`config.mk`:
```
export PLATFORM = sky130hd
export DESIGN_NAME = sr_cmd_arbiter_flat
export DESIGN_NICKNAME = d
export VERILOG_FILES = /design/src/rtl/sr_cmd_arbiter_if.sv /design/src/rtl/sr_cmd_arbiter.sv /design/src/flat_wrapper.sv
export SDC_FILE = /design/constraint.sdc
export NUM_CORES = 1
export LEC_CHECK = 0
export BUFFER_PORTS_ARGS = -buffer_cell sky130_fd_sc_hd__buf_4
export CAP_MARGIN = 20
export CORE_MARGIN = 2
export CORE_UTILIZATION = 50
export CTS_BUF_LIST = sky130_fd_sc_hd__clkbuf_4 sky130_fd_sc_hd__clkbuf_8 sky130_fd_sc_hd__clkbuf_16
export DETAILED_ROUTE_END_ITERATION = 16
export PLACE_DENSITY = 0.76
export SETUP_SLACK_MARGIN = 0.3
export SLEW_MARGIN = 20
export SYNTH_ARGS = -nofsm -noshare
export SYNTH_HDL_FRONTEND = slang
export SYNTH_SLANG_ARGS = --single-unit
```
`constraint.sdc`:
```
create_clock -name clk -period 2.96 [get_ports clk]
set_clock_uncertainty 0.1 [all_clocks]
set_input_delay 0.592 -clock clk [delete_from_list [all_inputs] [get_ports clk]]
set_output_delay 0.592 -clock clk [all_outputs]
set_load 0.01 [all_outputs]
```
`src/rtl/sr_cmd_arbiter_if.sv`:
```
// Bundle between the command arbiter and its surroundings: requester side,
// flip-flop bank side, status, and FSM/pointer debug visibility.
interface sr_cmd_arbiter_if #(
   parameter int NREQ  = 4,
   parameter int NFLAG = 8,
   parameter int IDXW  = $clog2(NFLAG)
);
   localparam int PW = (NREQ > 1) ? $clog2(NREQ) : 1;

   // Handshake: a requester raises req[i] with op/idx[i] stable and holds them
   // until it sees the 1-cycle gnt[i]; dropping req[i] before gnt withdraws the
   // request, keeping it high after gnt issues a fresh command.
   logic [NREQ-1:0]      req;
   logic [NREQ-1:0]      op;
   logic [NREQ*IDXW-1:0] idx;
   logic [NREQ-1:0]      gnt;

   logic [NFLAG-1:0]     s_out;
   logic [NFLAG-1:0]     r_out;
   logic [NFLAG-1:0]     q_in;

   logic                 done;
   logic                 err;
   logic                 busy;

   logic [1:0]           state;
   logic [PW-1:0]        ptr;

   modport slave (
      input  req, op, idx, q_in,
      output gnt, s_out, r_out, done, err, busy, state, ptr
   );

   modport master (
      output req, op, idx, q_in,
      input  gnt, s_out, r_out, done, err, busy, state, ptr
   );
endinterface

```
`src/rtl/sr_cmd_arbiter.sv`:
```
// Round-robin set/clear command sequencer for an SR flip-flop bank: one S or R
// pulse per command, followed by a readback of Q that feeds a sticky error.
module sr_cmd_arbiter #(
   parameter int NREQ  = 4,
   parameter int NFLAG = 8,
   parameter int IDXW  = $clog2(NFLAG)
) (
   input  logic             clk,
   input  logic             rst,
   sr_cmd_arbiter_if.slave  bus
);
   localparam int PW = (NREQ > 1) ? $clog2(NREQ) : 1;

   typedef enum logic [1:0] {
      IDLE  = 2'd0,
      ISSUE = 2'd1,
      CHECK = 2'd2
   } state_t;

   state_t           state_q, state_d;
   logic [PW-1:0]    ptr_q, ptr_d;
   logic [IDXW-1:0]  idx_q, idx_d;
   logic             op_q, op_d;
   logic             bad_q, bad_d;
   logic [NREQ-1:0]  gnt_q, gnt_d;
   logic [NFLAG-1:0] s_q, s_d;
   logic [NFLAG-1:0] r_q, r_d;
   logic             done_q, done_d;
   logic             err_q, err_d;

   logic             found;
   logic [PW-1:0]    sel;
   logic             sel_op;
   logic [IDXW-1:0]  sel_idx;
   logic             sel_in_range;
   logic             q_bit;

   function automatic logic [NFLAG-1:0] decode(input logic [IDXW-1:0] i);
      logic [NFLAG-1:0] v;
      v = '0;
      for (int n = 0; n < NFLAG; n++) begin
         if (int'(i) == n) v[n] = 1'b1;
      end
      return v;
   endfunction

   // First active requester at or after ptr, searching upward with wrap.
   always_comb begin
      int c;
      c     = 0;
      found = 1'b0;
      sel   = '0;
      for (int k = 0; k < NREQ; k++) begin
         c = int'(ptr_q) + k;
         if (c >= NREQ) c = c - NREQ;
         if (!found && bus.req[c]) begin
            found = 1'b1;
            sel   = PW'(c);
         end
      end
   end

   always_comb begin
      sel_op       = bus.op[sel];
      sel_idx      = bus.idx[int'(sel)*IDXW +: IDXW];
      sel_in_range = (int'(sel_idx) < NFLAG);
      q_bit        = |(bus.q_in & decode(idx_q));
   end

   always_comb begin
      state_d = state_q;
      ptr_d   = ptr_q;
      idx_d   = idx_q;
      op_d    = op_q;
      bad_d   = bad_q;
      gnt_d   = '0;
      s_d     = '0;
      r_d     = '0;
      done_d  = 1'b0;
      err_d   = err_q;
      case (state_q)
         IDLE: begin
            if (found) begin
               state_d = ISSUE;
               op_d    = sel_op;
               idx_d   = sel_idx;
               bad_d   = !sel_in_range;
               gnt_d   = NREQ'(1) << sel;
               // Exactly one S or R line; out-of-range targets drive nothing.
               if (sel_in_range) begin
                  if (sel_op) s_d = decode(sel_idx);
                  else        r_d = decode(sel_idx);
               end
               ptr_d = (int'(sel) == NREQ - 1) ? '0 : sel + 1'b1;
            end
         end
         ISSUE: begin
            if (bad_q) begin
               err_d   = 1'b1;
               state_d = IDLE;
            end else begin
               state_d = CHECK;
            end
         end
         CHECK: begin
            done_d  = 1'b1;
            if (q_bit != op_q) err_d = 1'b1;
            state_d = IDLE;
         end
         default: state_d = IDLE;
      endcase
   end

   always_ff @(posedge clk or negedge rst) begin
      if (!rst) begin
         state_q <= IDLE;
         ptr_q   <= '0;
         idx_q   <= '0;
         op_q    <= 1'b0;
         bad_q   <= 1'b0;
         gnt_q   <= '0;
         s_q     <= '0;
         r_q     <= '0;
         done_q  <= 1'b0;
         err_q   <= 1'b0;
      end else begin
         state_q <= state_d;
         ptr_q   <= ptr_d;
         idx_q   <= idx_d;
         op_q    <= op_d;
         bad_q   <= bad_d;
         gnt_q   <= gnt_d;
         s_q     <= s_d;
         r_q     <= r_d;
         done_q  <= done_d;
         err_q   <= err_d;
      end
   end

   assign bus.gnt   = gnt_q;
   assign bus.s_out = s_q;
   assign bus.r_out = r_q;
   assign bus.done  = done_q;
   assign bus.err   = err_q;
   assign bus.busy  = (state_q != IDLE);
   assign bus.state = state_q;
   assign bus.ptr   = ptr_q;

   a_no_set_and_reset: assert property (@(posedge clk) disable iff (!rst)
      (s_q & r_q) == '0);
   a_one_sr_line: assert property (@(posedge clk) disable iff (!rst)
      $onehot0(s_q | r_q));
   a_one_grant: assert property (@(posedge clk) disable iff (!rst)
      $onehot0(gnt_q));
   a_pulse_with_grant: assert property (@(posedge clk) disable iff (!rst)
      ((s_q | r_q) != '0) |-> (gnt_q != '0));
endmodule

```
`src/flat_wrapper.sv`:
```
// flat-port wrapper written by rule: the top's interface ports become plain ports
module sr_cmd_arbiter_flat 
#(
   parameter int NREQ  = 4,
   parameter int NFLAG = 8,
   parameter int IDXW  = $clog2(NFLAG)
)
  (clk, rst, bus_req, bus_op, bus_idx, bus_q_in, bus_gnt, bus_s_out, bus_r_out, bus_done, bus_err, bus_busy, bus_state, bus_ptr);
  sr_cmd_arbiter_if #(.NREQ(NREQ), .NFLAG(NFLAG), .IDXW(IDXW)) bus_i ();
  input  logic clk;
  input  logic rst;
  input wire logic [$bits(bus_i.req)-1:0] bus_req;
  input wire logic [$bits(bus_i.op)-1:0] bus_op;
  input wire logic [$bits(bus_i.idx)-1:0] bus_idx;
  input wire logic [$bits(bus_i.q_in)-1:0] bus_q_in;
  output wire logic [$bits(bus_i.gnt)-1:0] bus_gnt;
  output wire logic [$bits(bus_i.s_out)-1:0] bus_s_out;
  output wire logic [$bits(bus_i.r_out)-1:0] bus_r_out;
  output wire logic [$bits(bus_i.done)-1:0] bus_done;
  output wire logic [$bits(bus_i.err)-1:0] bus_err;
  output wire logic [$bits(bus_i.busy)-1:0] bus_busy;
  output wire logic [$bits(bus_i.state)-1:0] bus_state;
  output wire logic [$bits(bus_i.ptr)-1:0] bus_ptr;
  assign bus_i.req = bus_req;
  assign bus_i.op = bus_op;
  assign bus_i.idx = bus_idx;
  assign bus_i.q_in = bus_q_in;
  assign bus_gnt = bus_i.gnt;
  assign bus_s_out = bus_i.s_out;
  assign bus_r_out = bus_i.r_out;
  assign bus_done = bus_i.done;
  assign bus_err = bus_i.err;
  assign bus_busy = bus_i.busy;
  assign bus_state = bus_i.state;
  assign bus_ptr = bus_i.ptr;
  sr_cmd_arbiter #(.NREQ(NREQ), .NFLAG(NFLAG), .IDXW(IDXW)) u_core (.clk(clk), .rst(rst), .bus(bus_i));
endmodule
```
* Word level (Yosys, flattened, before mapping)
Cells that the tools add are included.
** Operators by class
- Reductions and logical operators :: 14
- Shift operators :: 2
- Bitwise logic cells :: 2
- Magnitude comparators :: 9
- Equality and inequality tests :: 20
- Mux-type cells :: 56
- Multipliers :: 1
- $add $sub $neg :: 8
** Operators with widths (number)
- $lt 32x4->1 const B :: 4
- $mux 32 :: 4
- $ge 32x4->1 const B :: 3
- $sub 32x4->32 const B :: 3
- $mux 8 :: 6
- $mux 1 :: 32
- $shiftx 12x32->3 :: 1
- $eq 3x3->1 const B :: 8
- $eq 3x2->1 const B :: 4
- $mux 2 :: 6
- $bmux 1 s2 :: 5
- $and 8x8->8 :: 1
- $mux 4 :: 2
- $reduce_or 8->1 :: 1
- $add 2x2->3 const B :: 2
- $eq 3x1->1 const B :: 2
- $logic_not 3->1 :: 2
- $eq 2x1->1 const B :: 2
- $mul 2x2->4 const B :: 1
- $ne 2x1->1 const B :: 2
- $pmux 2 s2 :: 1
- $reduce_bool 2->1 :: 2
- $shl 1x2->4 const A :: 1
- $sub 2x3->4 const B :: 1
- 12 further kinds :: 16
** Word-level totals
- Output and inout port bits :: 27
- Input port bits :: 30
- Flip-flop bits (word level) :: 30

* Logic depth before layout (Yosys ltp)
- Word-level depth :: 22
- Gate-level depth with buffers :: 8
- Mapped depth without buffers :: 7

* Worst setup path after synthesis
Ideal clock, no wire load.
- Path kind :: input-to-reg
- Start :: in bus_req[1]
- End :: reg u_core.r_q[3] (netlist: u_core.bus.r_out[3])
- Path buffers :: 1
- Cell stages on the path :: 6
- Arrival time :: 1.938 ns
- Setup slack :: 0.802 ns
- Data required time :: 2.740 ns
- Setup time :: 0.120 ns
- Cell sequence :: or4_1 > clkbuf_1 > nand2_2 > a211oi_2 > o211ai_2 > and3b_1
** On the way
- Longest elaborated chain between the ends :: 20
- Elaborated cells on any way between the ends :: 35
- Those cells by class :: mul (1); eq/ne (1); shift (1); mux (26); reduce/logical (6)
** Ends and longest elaborated chain
- start: declaration :: line flat_wrapper.sv:12 : input wire logic [$bits(bus_i.req)-1:0] bus_req;
- $bmux 1 s2 :: line sr_cmd_arbiter.sv:56 : if (!found && bus.req[c]) begin
- $mux 1 (not written as such) (2 in a row) :: line sr_cmd_arbiter.sv:56
- $mux 1 :: line sr_cmd_arbiter.sv:56
- $logic_not 1->1 :: line sr_cmd_arbiter.sv:56
- $logic_and 1x1->1 :: line sr_cmd_arbiter.sv:56
- $mux 1 :: line sr_cmd_arbiter.sv:56
- $logic_not 1->1 :: line sr_cmd_arbiter.sv:56
- $logic_and 1x1->1 :: line sr_cmd_arbiter.sv:56
- [... 4 more ...]
- $mul 2x2->4 :: line sr_cmd_arbiter.sv:65 : sel_idx = bus.idx[int'(sel)*IDXW +: IDXW];
- $shiftx 12x32->3 :: line sr_cmd_arbiter.sv:65
- $eq 3x3->1 :: line sr_cmd_arbiter.sv:42 : if (int'(i) == n) v[n] = 1'b1;
- $mux 1 :: line sr_cmd_arbiter.sv:42
- $mux 8 :: line sr_cmd_arbiter.sv:91 : if (sel_op) s_d = decode(sel_idx);
- $mux 8 * :: line sr_cmd_arbiter.sv:83 : if (found) begin
- $mux 8 * :: line sr_cmd_arbiter.sv:81 : case (state_q)
- net u_core.r_d[3] :: line sr_cmd_arbiter.sv:27 : logic [NFLAG-1:0] r_q, r_d;
- end signal: assignment :: line sr_cmd_arbiter.sv:134 : r_q <= r_d;
- end: declaration :: line sr_cmd_arbiter.sv:27
Mark *: on every way through the listed nets, which the timed path passes. The rest lies on a longest branch. The select of a mux whose other input is x is not followed.
A chain may end at the register's enable or synchronous reset.

* Final worst setup path
- Start :: reg u_core.ptr_q[1] (netlist: u_core.bus.ptr[1])
- End :: reg u_core.r_q[1] (netlist: u_core.bus.r_out[1])
** On the way
- Longest elaborated chain between the ends :: 22
- Elaborated cells on any way between the ends :: 50
- Those cells by class :: add/sub (7); mul (1); order compare (4); eq/ne (1); shift (1); mux (30); reduce/logical (6)
** Ends and longest elaborated chain
- start: declaration :: line sr_cmd_arbiter.sv:21 : logic [PW-1:0] ptr_q, ptr_d;
- start signal: assignment :: line sr_cmd_arbiter.sv:128 : ptr_q <= ptr_d;
- parallel branches: the longest is 20 deep, another holds $sub 32x4->32
- $mux 8 * :: line sr_cmd_arbiter.sv:83
- $mux 8 * :: line sr_cmd_arbiter.sv:81
- net u_core.r_d[1] :: line sr_cmd_arbiter.sv:27
Mark *: on every way through the listed nets, which the timed path passes. The select of a mux whose other input is x is not followed.

==> metrics.csv <==
stage;metric;value;unit
outcome;outcome;completed;
sta;setup_slack;651.3;ps
synth;synth_area;1673;µm²
sta;rsz0062_at_grt;no;
synth;yosys.area.top_type_share;0.4488;
clock_tree;clk_latency;330;ps
drt;drc;0;
flow_run;max_cap_violations;0;
synth;synth_top_area_cell;dfrtp_1;
drt;wl_per_cell;14.45;µm
drt;drt_iter0_drc;13;
power_and_ir_drop;finalPower;1776;µW
critical_path;reg2reg_depth;7;
synth;synth.avg_cell_area;12.03;µm²
sta;post-route-min-period;2309;ps
critical_path;reg2reg_slack;650;ps
clock_tree;cts_sinks;30;
power_and_ir_drop;leakage;0.001095;µW
global_route;grt_max_degree;31;
clock_tree;post_cts_resized;0;
place;post-place-ws;455.3;ps
global_route;overflow;0;
global_route;grt.total_usage;0.1987;
power_and_ir_drop;combPwrFrac;0.517;
final_layout;syn2layout_area_growth;30.14;%
critical_path;crit-reg2reg-capture;u_core.bus.r_out[1]$_DFF_PN0_;
place;postPlaceCellArea;2113;µm²
synth;synth_common_cells;30 x dfrtp_1, 11 x nand2_1, 8 x ha_1;
drt;vias;1304;
clock_tree;clkTransAtPathRegs;90;ps
floorplanning;core.rowCount;21;
sta;drv_slew;0;
sta;final_hold_viol_count;0;
synth;synth_most_common_cell;dfrtp_1;
floorplanning;initial_core_util;0.5093;
clock_tree;cts_tree;built;
drt;dr.pass1.iters;4;
synth;yosysUniqueCellTypes;42;
sta;setup-tns-final;0;ps
place;globalplace.congestion;0.8081;
synth;async_flop_share;1.000;
sta;setup_viol_count_final;0;
final_layout;diodes;0;
final_layout;final_util;0.6629;
critical_path;r2r-start;u_core.bus.ptr[1]$_DFFE_PN0P_;
floorplanning;die_w;61.84;µm
min_path;min_path_type;primary input to asynchronous set/reset pin;
sta;fmax;433.2;MHz
final_layout;layout-drive-gt1-share;0.4673;
floorplanning;core_area;3284;µm²
place;io_buffers;56;
power_and_ir_drop;p_sw;731.2;µW
floorplanning;die_y;61.84;µm
clock_tree;cts_root_buf;clkbuf_4;
place;hpwl;2.749;mm
sta;slew_headroom;0.7179;
global_route;grt_pass1_wl;5.464;mm
drt;drtAntennaViolNets;0;
critical_path;worstSetupStartpointType;flop;
power_and_ir_drop;swShare;0.4117;
final_layout;n_fill_cell;266;
critical_path;crit_fanout;9;
synth;synth_seq_cells;30;
critical_path;endpoint_kind;flop;
critical_path;worstPathRequired;3090;ps
clock_tree;clock_path_buffers;2;
drt;wirelength;3.541;mm
power_and_ir_drop;max-vdd-ir-drop;0.4435;mV
synth;synthTopCellsByArea;dfrtp_1 45%, ha_1 6.0%, nor3b_2 5.2%;
sta;worstMarginPinSlew;421.5;ps
global_route;antenna_found_initial;0;
power_and_ir_drop;p_per_area;815.7;nW/µm²
synth;syn_inst;139;
clock_tree;post-cts-setup-buffers;0;
drt;via_per_inst;5.322;
power_and_ir_drop;intPower;1045;µW
synth;syn_nets;177;
clock_tree;cts-buffers-inserted;5;
critical_path;arrival;2440;ps
critical_path;crit_type;flop to flop;
power_and_ir_drop;p_seq_frac;0.336;
synth;ys.warnings.count;0;
synth;synth-seq-area-share;0.4488;
synth;synth_ff_type;dfrtp_1;
clock_tree;cts.htree.levels;2;
power_and_ir_drop;p_clk_frac;0.147;
synth;synth_edf_count;0;
sta;post-route-period-util;0.7800;
final_layout;fin_nets;236;
floorplanning;ios;57;
global_route;grt_pass1_vias;1229;
clock_tree;ctsHoldBuffers;0;
final_layout;postLayoutCellArea;2177;µm²
floorplanning;die_area;3824;µm²
## cells in the final DEF, fill, tap and decap left out, types with 2 or more instances in the layout
cell type   n
nor2_1      5
buf_4      56
nor3_2      3
and4_1      2
a21oi_1     3
nand2_1    11
mux2_4      2
nand3_1     6
o211ai_2    2
a211oi_2    2
clkbuf_4    6
dfrtp_1    30
inv_1       7
mux2i_1     6
mux4_2      2
nor3_1      2
o21ai_0     3
o21ai_1     4
nor3b_2     7
and3_1      5
and3b_1     5
ha_1        8
## registers in the layout, indices dropped and copies added, names as in the netlist
name,flops
u_core.bus.done,1
u_core.bus.err,1
u_core.bus.gnt,4
u_core.bus.ptr,2
u_core.bus.r_out,8
u_core.bus.s_out,8
u_core.bus.state,2
u_core.idx_q,3
u_core.op_q,1
## through the flow
stage / hold WS [ps] / std cells
after floorplan: 196.4 / 139
after global placement: 355.0 / 237
after detailed placement: 381.5 / 237
after CTS: 72.16 / 245
after global routing: 86.49 / 245
final: 64.66 / 245
## area by class of cell
cell class,count,area [µm²],share of cell area
sequential,30,750.7,0.3448
tap,46,57.56,0.02644
inverter,7,26.28,0.01207
clock buffer,7,58.81,0.02701
multi-input combinational,98,858.3,0.3943
clock inverter,1,5.005,0.002299
timing repair buffer,56,420.4,0.1931
## per-layer routing
metal	part of all wire	global-route usage	wire length (µm)
met1	0.42	0.2441	1497
met2	0.50	0.3383	1787
met3	0.049	0.03106	173
met4	0.023	0.1003	82
met5	0	0	0
## worst max-delay path, stage by stage (launching register included)
cell,delay [ps]
dfrtp_1,490
nand2_1,200
nor2_1,120
nor3_4,370
inv_1,200
and4_1,240
o211ai_2,270
and3b_1,210
## power groups by stage
stage,registers [µW],logic (µW),clock network [µW]
finish,597,918,261
global route,613,1000,279
CTS,599,921,265
detailed placement,606,919,0
global placement,599,882,0
floorplan,621,622,0
## cells by family after synthesis
logic type | Yosys count | share of synthesized area
AO/OA/AOI/OAI | 24 | 0.1316
XOR/XNOR | 1 | 0.005237
adder cells (fa/ha/maj) | 8 | 0.05984
buffers and inverters | 11 | 0.03814
flip-flops | 30 | 0.4488
multiplexers | 10 | 0.08078
AND/OR/NAND/NOR | 55 | 0.2356
## worst max-delay path by stage
stage          slack (ps)                            end  depth (start not counted)                          start
2_1_floorplan         800  u_core.bus.r_out[3]$_DFF_PN0_                          6                     bus_req[1]
3_3_place_gp          570  u_core.bus.r_out[1]$_DFF_PN0_                          8                     bus_req[0]
3_5_place_dp          460  u_core.bus.r_out[1]$_DFF_PN0_                          8                     bus_req[0]
4_1_cts               650  u_core.bus.r_out[1]$_DFF_PN0_                          7  u_core.bus.ptr[1]$_DFFE_PN0P_
5_1_grt               520  u_core.bus.r_out[1]$_DFF_PN0_                          7  u_core.bus.ptr[1]$_DFFE_PN0P_
6_report              650  u_core.bus.r_out[1]$_DFF_PN0_                          7  u_core.bus.ptr[1]$_DFFE_PN0P_
Note: power is estimated with default switching activity, not from simulation.
